### src/rtl/ext_arb_pkg.sv
// Shared helpers for the external OBI round-robin arbiter: index width
// helper and the simulation message texts.
package ext_arb_pkg;

  function automatic int idx_width(input int n);
    return (n > 1) ? $clog2(n) : 1;
  endfunction

  localparam string MSG_EMPTY_RVALID = "ext_obi_rr_arbiter: rvalid with no outstanding transaction";
  localparam string MSG_LOCK_DROP    = "ext_obi_rr_arbiter: locked master dropped req before gnt";

endpackage

### src/rtl/obi_pkg.sv
// Minimal OBI request/response types for the external master port.
// Field layout matches the subset used on the x_heep_system external ports.
package obi_pkg;

  typedef struct packed {
    logic        req;
    logic        we;
    logic [3:0]  be;
    logic [31:0] addr;
    logic [31:0] wdata;
  } obi_req_t;

  typedef struct packed {
    logic        gnt;
    logic        rvalid;
    logic [31:0] rdata;
  } obi_resp_t;

endpackage

### src/rtl/ext_arb_idx_fifo.sv
// In-order FIFO of granted master indices; the head names the master that
// owns the oldest unanswered transaction.
module ext_arb_idx_fifo #(
  parameter  int DATA_W = 2,
  parameter  int DEPTH  = 4,
  localparam int CNT_W  = $clog2(DEPTH) + 1
) (
  input  logic              clk_i,
  input  logic              rst_ni,
  input  logic              i_push,
  input  logic              i_pop,
  input  logic [DATA_W-1:0] i_data,
  output logic [DATA_W-1:0] o_head,
  output logic              o_full,
  output logic              o_empty,
  output logic [CNT_W-1:0]  o_count
);

  localparam int               PTR_W = (DEPTH > 1) ? $clog2(DEPTH) : 1;
  localparam logic [PTR_W-1:0] LAST  = PTR_W'(DEPTH - 1);

  logic [DATA_W-1:0] r_mem [DEPTH];
  logic [PTR_W-1:0]  r_wr_ptr;
  logic [PTR_W-1:0]  r_rd_ptr;
  logic [CNT_W-1:0]  r_count;
  logic              w_push;
  logic              w_pop;

  // Depth need not be a power of two, so wrap explicitly.
  function automatic logic [PTR_W-1:0] next_ptr(input logic [PTR_W-1:0] p);
    return (p == LAST) ? '0 : p + PTR_W'(1);
  endfunction

  assign o_full  = (r_count == CNT_W'(DEPTH));
  assign o_empty = (r_count == '0);
  assign o_count = r_count;
  assign o_head  = r_mem[r_rd_ptr];
  assign w_push  = i_push & ~o_full;
  assign w_pop   = i_pop & ~o_empty;

  always_ff @(posedge clk_i) begin
    if (w_push) begin
      r_mem[r_wr_ptr] <= i_data;
    end
  end

  always_ff @(posedge clk_i or negedge rst_ni) begin
    if (!rst_ni) begin
      r_wr_ptr <= '0;
      r_rd_ptr <= '0;
      r_count  <= '0;
    end else begin
      if (w_push) begin
        r_wr_ptr <= next_ptr(r_wr_ptr);
      end
      if (w_pop) begin
        r_rd_ptr <= next_ptr(r_rd_ptr);
      end
      case ({w_push, w_pop})
        2'b10:   r_count <= r_count + CNT_W'(1);
        2'b01:   r_count <= r_count - CNT_W'(1);
        default: ;
      endcase
    end
  end

endmodule

### src/rtl/ext_obi_rr_arbiter.sv
// Round-robin arbiter (with one fixed-priority master) sharing the external
// OBI master port; responses are routed back in order through an index FIFO.
module ext_obi_rr_arbiter
  import obi_pkg::*;
  import ext_arb_pkg::*;
#(
  parameter int NMASTER         = 4,
  parameter int PRIO_MASTER     = 2,
  parameter int MAX_OUTSTANDING = 4
) (
  input  logic      clk_i,
  input  logic      rst_ni,
  input  obi_req_t  master_req_i  [NMASTER],
  output obi_resp_t master_resp_o [NMASTER],
  output obi_req_t  slave_req_o,
  input  obi_resp_t slave_resp_i,
  output logic      busy_o
);

  localparam int IDX_W = idx_width(NMASTER);
  localparam int CNT_W = $clog2(MAX_OUTSTANDING) + 1;

  typedef logic [IDX_W-1:0] idx_t;

  localparam bit   PRIO_EN  = (PRIO_MASTER < NMASTER);
  localparam idx_t PRIO_IDX = idx_t'(PRIO_EN ? PRIO_MASTER : 0);

  idx_t             r_rr_ptr;
  logic             r_lock_valid;
  idx_t             r_lock_idx;

  idx_t             w_sel;
  idx_t             w_cand;
  logic             w_found;
  logic             w_req_valid;
  logic             w_hs;
  logic             w_pop;
  idx_t             w_head;
  logic             w_fifo_full;
  logic             w_fifo_empty;
  logic [CNT_W-1:0] w_count;

  // A locked selection wins outright so the presented request stays stable until gnt.
  always_comb begin
    w_sel   = r_rr_ptr;
    w_found = 1'b0;
    w_cand  = '0;
    if (r_lock_valid) begin
      w_sel   = r_lock_idx;
      w_found = master_req_i[r_lock_idx].req;
    end else if (PRIO_EN && master_req_i[PRIO_IDX].req) begin
      w_sel   = PRIO_IDX;
      w_found = 1'b1;
    end else begin
      for (int k = 1; k <= NMASTER; k++) begin
        w_cand = idx_t'((int'(r_rr_ptr) + k) % NMASTER);
        if (!w_found && master_req_i[w_cand].req) begin
          w_sel   = w_cand;
          w_found = 1'b1;
        end
      end
    end
  end

  assign w_req_valid = w_found & ~w_fifo_full & rst_ni;
  assign w_hs        = w_req_valid & slave_resp_i.gnt;
  assign w_pop       = slave_resp_i.rvalid & ~w_fifo_empty;
  assign busy_o      = (w_count != '0);

  always_comb begin
    slave_req_o = '0;
    if (w_req_valid) begin
      slave_req_o = master_req_i[w_sel];
    end
  end

  always_comb begin
    for (int i = 0; i < NMASTER; i++) begin
      master_resp_o[i] = '0;
      if (w_hs && (w_sel == idx_t'(i))) begin
        master_resp_o[i].gnt = 1'b1;
      end
      if (w_pop && (w_head == idx_t'(i))) begin
        master_resp_o[i].rvalid = 1'b1;
        master_resp_o[i].rdata  = slave_resp_i.rdata;
      end
    end
  end

  always_ff @(posedge clk_i or negedge rst_ni) begin
    if (!rst_ni) begin
      r_rr_ptr     <= idx_t'(NMASTER - 1);
      r_lock_valid <= 1'b0;
      r_lock_idx   <= '0;
    end else begin
      if (w_hs) begin
        r_rr_ptr     <= w_sel;
        r_lock_valid <= 1'b0;
      end else if (w_req_valid) begin
        r_lock_valid <= 1'b1;
        r_lock_idx   <= w_sel;
      end else if (r_lock_valid && !master_req_i[r_lock_idx].req) begin
        r_lock_valid <= 1'b0;
      end
    end
  end

  ext_arb_idx_fifo #(
    .DATA_W (IDX_W),
    .DEPTH  (MAX_OUTSTANDING)
  ) u_idx_fifo (
    .clk_i   (clk_i),
    .rst_ni  (rst_ni),
    .i_push  (w_hs),
    .i_pop   (w_pop),
    .i_data  (w_sel),
    .o_head  (w_head),
    .o_full  (w_fifo_full),
    .o_empty (w_fifo_empty),
    .o_count (w_count)
  );

  // Simulation-only protocol monitors; these never affect the datapath.
  always @(posedge clk_i) begin
    if (rst_ni) begin
      assert (!(slave_resp_i.rvalid && w_fifo_empty))
        else $warning("%s", MSG_EMPTY_RVALID);
      assert (!(r_lock_valid && !master_req_i[r_lock_idx].req))
        else $warning("%s", MSG_LOCK_DROP);
    end
  end

endmodule

### config.mk
export PLATFORM = sky130hd
export DESIGN_NAME = ext_obi_rr_arbiter
export DESIGN_NICKNAME = d
export VERILOG_FILES = /design/src/rtl/ext_arb_pkg.sv /design/src/rtl/obi_pkg.sv /design/src/rtl/ext_arb_idx_fifo.sv /design/src/rtl/ext_obi_rr_arbiter.sv
export SDC_FILE = /design/constraint.sdc
export NUM_CORES = 1
export LEC_CHECK = 0
export ABC_AREA = 1
export CORE_AREA = 4 4 204 206
export CTS_CLUSTER_DIAMETER = 60
export DETAILED_ROUTE_END_ITERATION = 10
export DIE_AREA = 0 0 208 210
export HOLD_SLACK_MARGIN = 0.12
export PLACE_DENSITY = 0.55
export SLEW_MARGIN = 30
export SYNTH_ARGS = -nofsm -noshare
export SYNTH_HDL_FRONTEND = slang
export SYNTH_SLANG_ARGS = --single-unit
export TNS_END_PERCENT = 50
### constraint.sdc
create_clock -name clk_i -period 2.5 [get_ports clk_i]
set_input_delay 0.375 -clock clk_i [delete_from_list [all_inputs] [get_ports clk_i]]
set_output_delay 0.375 -clock clk_i [all_outputs]
set_load 0.005 [all_outputs]
# Yosys cells after proc, flatten, opt, wreduce, memory -nomap -nowiden
# Memory sizes are Yosys's and may differ from the RTL's.
# Index checks and enable logic that the tools add are counted.
[totals]
register_bits = 12
latchBits = 0
ram_bits = 8
rom_bits = 0
input_bits = 316
out_inout_bits = 207
wordCells = 123
n_memories = 1
[memory_table]
columns = ["memory", "depth", "width", "read_ports", "rd_ports_with_merged_regs", "write_ports", "line_no", "text"]
rows = [
  ["u_idx_fifo.r_mem", 4, 2, 1, 0, 1, "ext_arb_idx_fifo.sv:22", "logic [DATA_W-1:0] r_mem [DEPTH];"],
]
[op_classes]
add_sub_neg = 8
n_mul = 0
div_mod_pow = 0
order_cmp = 6
n_eq_ne = 11
n_shift = 0
n_mux = 53
bitwise = 15
n_reduce_logical = 23
[ops]
columns = ["op", "n"]
rows = [
  ["70-bit two-way mux", 13],
  ["70-bit binary-select mux with 2-bit select", 6],
  ["33-bit two-way mux", 4],
  ["1-bit two-way mux", 21],
  ["3-bit greater-or-equal comparator (second input constant)", 6],
  ["2-bit NOT with 3-bit output", 6],
  ["2-bit two-way mux", 8],
  ["2-bit equality test (second input constant)", 7],
  ["1-bit logical AND", 12],
  ["2-bit by 1-bit adder with 2-bit output (second input constant)", 4],
  ["1-bit AND", 6],
  ["2-bit by 1-bit equality test with 1-bit output (second input constant)", 3],
  ["3-bit case mux with 2 select lines", 1],
  ["3-bit nonzero test", 2],
  ["2-bit adder (second input constant)", 2],
  ["1-bit zero test", 4],
  ["2-bit zero test", 2],
  ["3-bit by 1-bit adder with 3-bit output (second input constant)", 1],
  ["3-bit equality test (second input constant)", 1],
  ["3-bit zero test", 1],
  ["1-bit NOT", 3],
  ["3-bit by 1-bit subtractor with 3-bit output (second input constant)", 1],
  ["2-bit AND reduction", 1],
  ["2-bit nonzero test", 1],
]

# Logic depth before layout (Yosys ltp)
[logic_depth]
word_depth = 29
depth_mapped = 16
mapped_depth_nobuf = 14

# Modules after synthesis
# Synthesis repeated with hierarchy kept, for this count alone.
[hier_totals]
hier_cells = 1128
area_unflattened_um2 = 5552.8
[modules_own_cells]
columns = ["mod", "instances", "cells_each", "area_per_inst_um2", "seq_area_each_um2"]
rows = [
  ["ext_obi_rr_arbiter", 1, 1044, 4748.3, 127.6],
  ["ext_arb_idx_fifo", 1, 84, 804.5, 415.4],
]

# Worst setup path after synthesis
# Ideal clock, no wire load.
[synth_path]
path_kind = "register -> register"
startpoint = "register r_rr_ptr[0]"
endpoint = "register u_idx_fifo.r_count[2] (netlist: u_idx_fifo.o_count[2])"
setup_ps = 131
arrival_ps = 2218
t_required_ps = 2369
setup_slack_ps = 151
path_stages_with_launch = 15
n_path_buf = 1
period_less_slack_ps = 2349
path_cell_list = "dfstp_2 buf_4 inv_4 nand2_1 nand3_1 nand3b_1 nand3_1 nor2_2 inv_2 ha_1 inv_1 fa_1 a21oi_1 o21ai_0 xor2_1"
[synth_via]
elab_chain_cells = 29
[synth_rtl]
columns = ["element", "line_no", "text"]
rows = [
  ["from (decl)", "ext_obi_rr_arbiter.sv:28", "idx_t r_rr_ptr;"],
  ["from (signal assigned)", "ext_obi_rr_arbiter.sv:92", "r_rr_ptr <= idx_t'(NMASTER - 1);"],
  ["from (signal assigned)", "ext_obi_rr_arbiter.sv:97", "r_rr_ptr <= w_sel;"],
  ["2-bit by 1-bit adder with 2-bit output", "ext_obi_rr_arbiter.sv:56", "w_cand = idx_t'((int'(r_rr_ptr) + k) % NMASTER);"],
  ["2-bit NOT with 3-bit output (not written as such)", "ext_obi_rr_arbiter.sv:57", "if (!w_found && master_req_i[w_cand].req) begin"],
  ["70-bit binary-select mux with 2-bit select", "ext_obi_rr_arbiter.sv:57", ""],
  ["70-bit two-way mux (not written as such) (2 in a row)", "ext_obi_rr_arbiter.sv:57", ""],
  ["1-bit two-way mux", "ext_obi_rr_arbiter.sv:57", ""],
  ["1-bit two-way mux", "ext_obi_rr_arbiter.sv:51", "end else if (PRIO_EN && master_req_i[PRIO_IDX].req) begin"],
  ["1-bit two-way mux", "ext_obi_rr_arbiter.sv:48", "if (r_lock_valid) begin"],
  ["1-bit zero test", "ext_obi_rr_arbiter.sv:57", ""],
  ["[11 not listed]", "-", ""],
  ["1-bit two-way mux (*)", "ext_obi_rr_arbiter.sv:57", ""],
  ["1-bit two-way mux (*)", "ext_obi_rr_arbiter.sv:51", ""],
  ["1-bit two-way mux (*)", "ext_obi_rr_arbiter.sv:48", ""],
  ["1-bit AND (*) (2 in a row)", "ext_obi_rr_arbiter.sv:65", "assign w_req_valid = w_found & ~w_fifo_full & rst_ni;"],
  ["1-bit AND (*)", "ext_obi_rr_arbiter.sv:66", "assign w_hs = w_req_valid & slave_resp_i.gnt;"],
  ["1-bit AND (*)", "ext_arb_idx_fifo.sv:38", "assign w_push = i_push & ~o_full;"],
  ["2-bit by 1-bit equality test with 1-bit output / 2-bit equality test (equally long branches)", "ext_arb_idx_fifo.sv:59", "case ({w_push, w_pop})"],
  ["3-bit case mux with 2 select lines / 2-bit nonzero test (equally long branches)", "-", ""],
  ["to (signal assigned)", "ext_arb_idx_fifo.sv:60", "2'b10: r_count <= r_count + CNT_W'(1);"],
  ["to (signal assigned)", "ext_arb_idx_fifo.sv:61", "2'b01: r_count <= r_count - CNT_W'(1);"],
  ["to (decl)", "ext_arb_idx_fifo.sv:25", "logic [CNT_W-1:0] r_count;"],
]
# Mark *: on every way between the ends. The rest lies on a longest branch, timed or not. The select of a mux whose other input is x is not followed.
# A chain may end at the register's enable or synchronous reset.

==> impl_metrics.yaml <==
status:
  status: "complete, but fails checks"
  violations: "negative setup slack"
min_path:
  hp-class: "input pin to async pin"
die:
  rows: 73
  dieArea_um2: 43700
  placeableCoreArea_um2: 39600
  die_h_um: 210
  start_util: 0.137
  die_x_um: 208
  ioPinCount: 523
drt:
  final_antenna_net_count: 0
  vias_per_cell: 4.19
  wl_per_cell_um: 17.0
  drt_iter0_drc: 538
  vias: 9677
  drtPass1Iterations: 5
  routed_wl_mm: 39.3
  drc: 0
critical_path:
  crit_type: "flop to output port"
  crit_top_cell: "buf_12"
  reg2reg_to: "u_idx_fifo.o_count[2]"
  ff2ff_setup_slack_ns: 0.04
  worstPathCellList: "buf_12, nand2_4, nand2_2, nand2_2, nand2_2, nand2_4, nand3_4, nand3_4, buf_12, buf_12, buf_12, buf_8, a21oi_4, nor2_1, buf_2"
  r2r_cells: 14
  cpPeakStageDelay_ns: 0.58
  r2r-start: "r_rr_ptr[0]"
  cp_slowest_cell: "dfstp_2"
  crit_path_start_kind: "flop"
  cp.arrival_ns: 2.37
  end_kind: "output port"
  critical_path.max_fanout: 7
  required_ns: 2.12
clocking:
  cts_tree: "done"
  path_clk_slew_ns: 0.05
  numCtsBuffers: 3
  root_buffer: "clkbuf_16"
  cts_hold_buf: 0
  cts_htree_levels: 1
  worstSkewPairLatency_ns: 0.25
  cts.path.max_buffers: 2
  cts_sinks: 20
synthesis:
  synth_top_cell_area_share: 0.319
  synth_cell_types: 30
  yosys.area.top_type: "nand2_1"
  synthTopCellsByArea: "nand2_1 (32%), nor2_1 (15%), nand3_1 (14%)"
  synth_area_per_cell_um2: 4.63
  synth-warning-count: 0
  ys_seq_elements: 20
  netlist_area_um2: 5410
  synth_cells: 1170
  synth_nets: 1493
  yosysSeqAreaShare: 0.100
sta:
  max_slew_margin: 0.776
  fin_tns_setup_ns: -11.68
  worst_slack_ns: -0.241
  fin_skew_ns: 0.00296
  finalHoldViolCount: 0
  setup_violations: 75
  slew_violations: 0
  rsz0062_at_grt: "yes"
  fin_crit_ns: 2.74
  tightest_slew_ns: 0.337
  period_share: 1.10
  max_freq_ghz: 0.365
global_route:
  grt_first_pass_wirelength_mm: 57.5
  grt_pass1_vias: 9754
  antenna_found_initial: 2
  grtUsageTotal: 0.164
  grt-ovfl-total: 0
  grt_max_degree: 59
finish:
  utilization: 0.345
  multiInputGateArea_um2: 4640
  syn2layout_area_growth_pct: 153
  drive_above_1_share: 0.251
  layout.nets: 2108
  fill_cells: 4330
  seq_area_um2: 544
place:
  place_hpwl_mm: 28.0
  gp_congestion: 0.892
  io_buffers: 522
power_and_ir_drop:
  irDropWorstVdd_uv: 362
  p_per_area_nw_per_um2: 1010
  p_leak_uw: 0.00773
job:
  drv_cap: 0
[flip-flops by register name, indices dropped and copies added (netlist names)]
name,flops
u_idx_fifo.r_wr_ptr,2
u_idx_fifo.r_mem,8
u_idx_fifo.r_rd_ptr,2
r_rr_ptr,2
r_lock_idx,2
u_idx_fifo.o_count,3
r_lock_valid,1
[power by group]
group          leakage (µW)  internal (µW)  total [µW]  switching, µW
registers          0.000214            492         577           85.8
logic               0.00748           6430       12900           6510
clock network     0.0000385            213         327            114
[cell usage in the layout (no fill, tap or decap), drive strengths merged]
cell,netlist,layout
dfrtp,10,10
fa,1,1
nand2,466,466
dlygate4sd2,0,80
nor2,217,217
a32o,1,1
edfxtp,8,8
bufbuf,0,1
dlymetal6s2s,0,33
a31oi,1,1
nand3b,1,1
nand3,149,150
xor2,1,1
buf,48,244
clkinv,0,2
ha,6,6
a21oi,73,73
dfstp,2,2
clkbuf,38,16
a32oi,1,1
o21ai,12,12
inv,133,132
clkdlybuf4s50,0,324
a31o,1,1
xnor2,1,1
diode,0,1
[kinds of logic (layout without fill, tap and decap cells)]
| group | Yosys count | count (layout) | synth area share |
|---|---|---|---|
| AO/OA/AOI/OAI | 89 | 89 | 0.0848 |
| buffers and inverters | 219 | 832 | 0.175 |
| other | 0 | 1 | 0 |
| flip-flops | 20 | 20 | 0.100 |
| XOR/XNOR | 2 | 2 | 0.00324 |
| AND/OR/NAND/NOR | 833 | 834 | 0.619 |
| adder cells (fa/ha/maj) | 7 | 7 | 0.0176 |
[cell type report]
type                       instances  area share
antenna                            1    0.000183
clock buffer                       3     0.00549
clock inverter                     1    0.000274
inverter                         133      0.0390
multi-input combinational        932       0.339
sequential                        20      0.0398
tap                              525      0.0480
timing repair buffer             695       0.528
[per-layer routing]
metal	track usage	up-vias	wire [µm]
met1	0.192	4394	15600
met3	0.0321	48	2980
met4	0.0283	2	725
met5	0	-	13
li1	-	4808	-
met2	0.313	425	20100
[critical path: cells and delay by family, from the launching register on]
kind,cells,cell delay (ns)
AO/OA/AOI/OAI,1,0.15
buffers and inverters,6,0.80
flip-flops,1,0.58
AND/OR/NAND/NOR,8,0.58
[through the flow]
step | hold WS (ns) | setup slack (ns) | total power, µW | cell area, µm² | cells
after floorplan | 0.0794 | 0.151 | 5310 | 5410 | 1170
after global placement | 0.461 | -0.789 | 10200 | 11800 | 2219
after detailed placement | 0.463 | -0.785 | 10200 | 11800 | 2219
after CTS | 0.477 | -0.243 | 13600 | 13400 | 2302
after global routing | 0.515 | -0.387 | 15000 | 13700 | 2309
final | 0.488 | -0.241 | 13800 | 13700 | 2310
[what timing repair did]
item	4_1_cts	5_1_grt
gates cloned	23	2
pin swaps	86	19
buffers inserted	59	5
setup endpoints to repair	204	133
resized for setup	639	92
[synthesized netlist by cell type]
master    number
nor2_1       216
nand2_4        2
ha_1           6
nor2_2         1
fa_1           1
nand3_2        1
a31o_2         1
nand3_1      148
dfrtp_1       10
a32oi_1        1
xor2_1         1
buf_1          2
nand2_1      460
inv_2          5
buf_2         28
nand2_2        4
o21ai_1        1
buf_6          6
a31oi_1        1
a32o_1         1
a21oi_1       73
o21ai_0       11
xnor2_1        1
inv_1        127
buf_4         12
dfstp_2        2
edfxtp_1       8
inv_4          1
nand3b_1       1
clkbuf_1      38
[worst max-delay path by stage]
stage / startpoint / to / slack, ns / cells after the start
after floorplan: r_rr_ptr[0] / u_idx_fifo.o_count[2] / 0.15 / 14
after global placement: master_req_i[69] / slave_req_o[5] / -0.79 / 13
final: r_rr_ptr[0] / slave_req_o[60] / -0.24 / 15
after global routing: r_rr_ptr[0] / slave_req_o[3] / -0.39 / 17
after detailed placement: master_req_i[69] / slave_req_o[5] / -0.78 / 13
after CTS: r_rr_ptr[0] / slave_req_o[60] / -0.24 / 16
No activity file was read; power rests on OpenSTA's default activity.
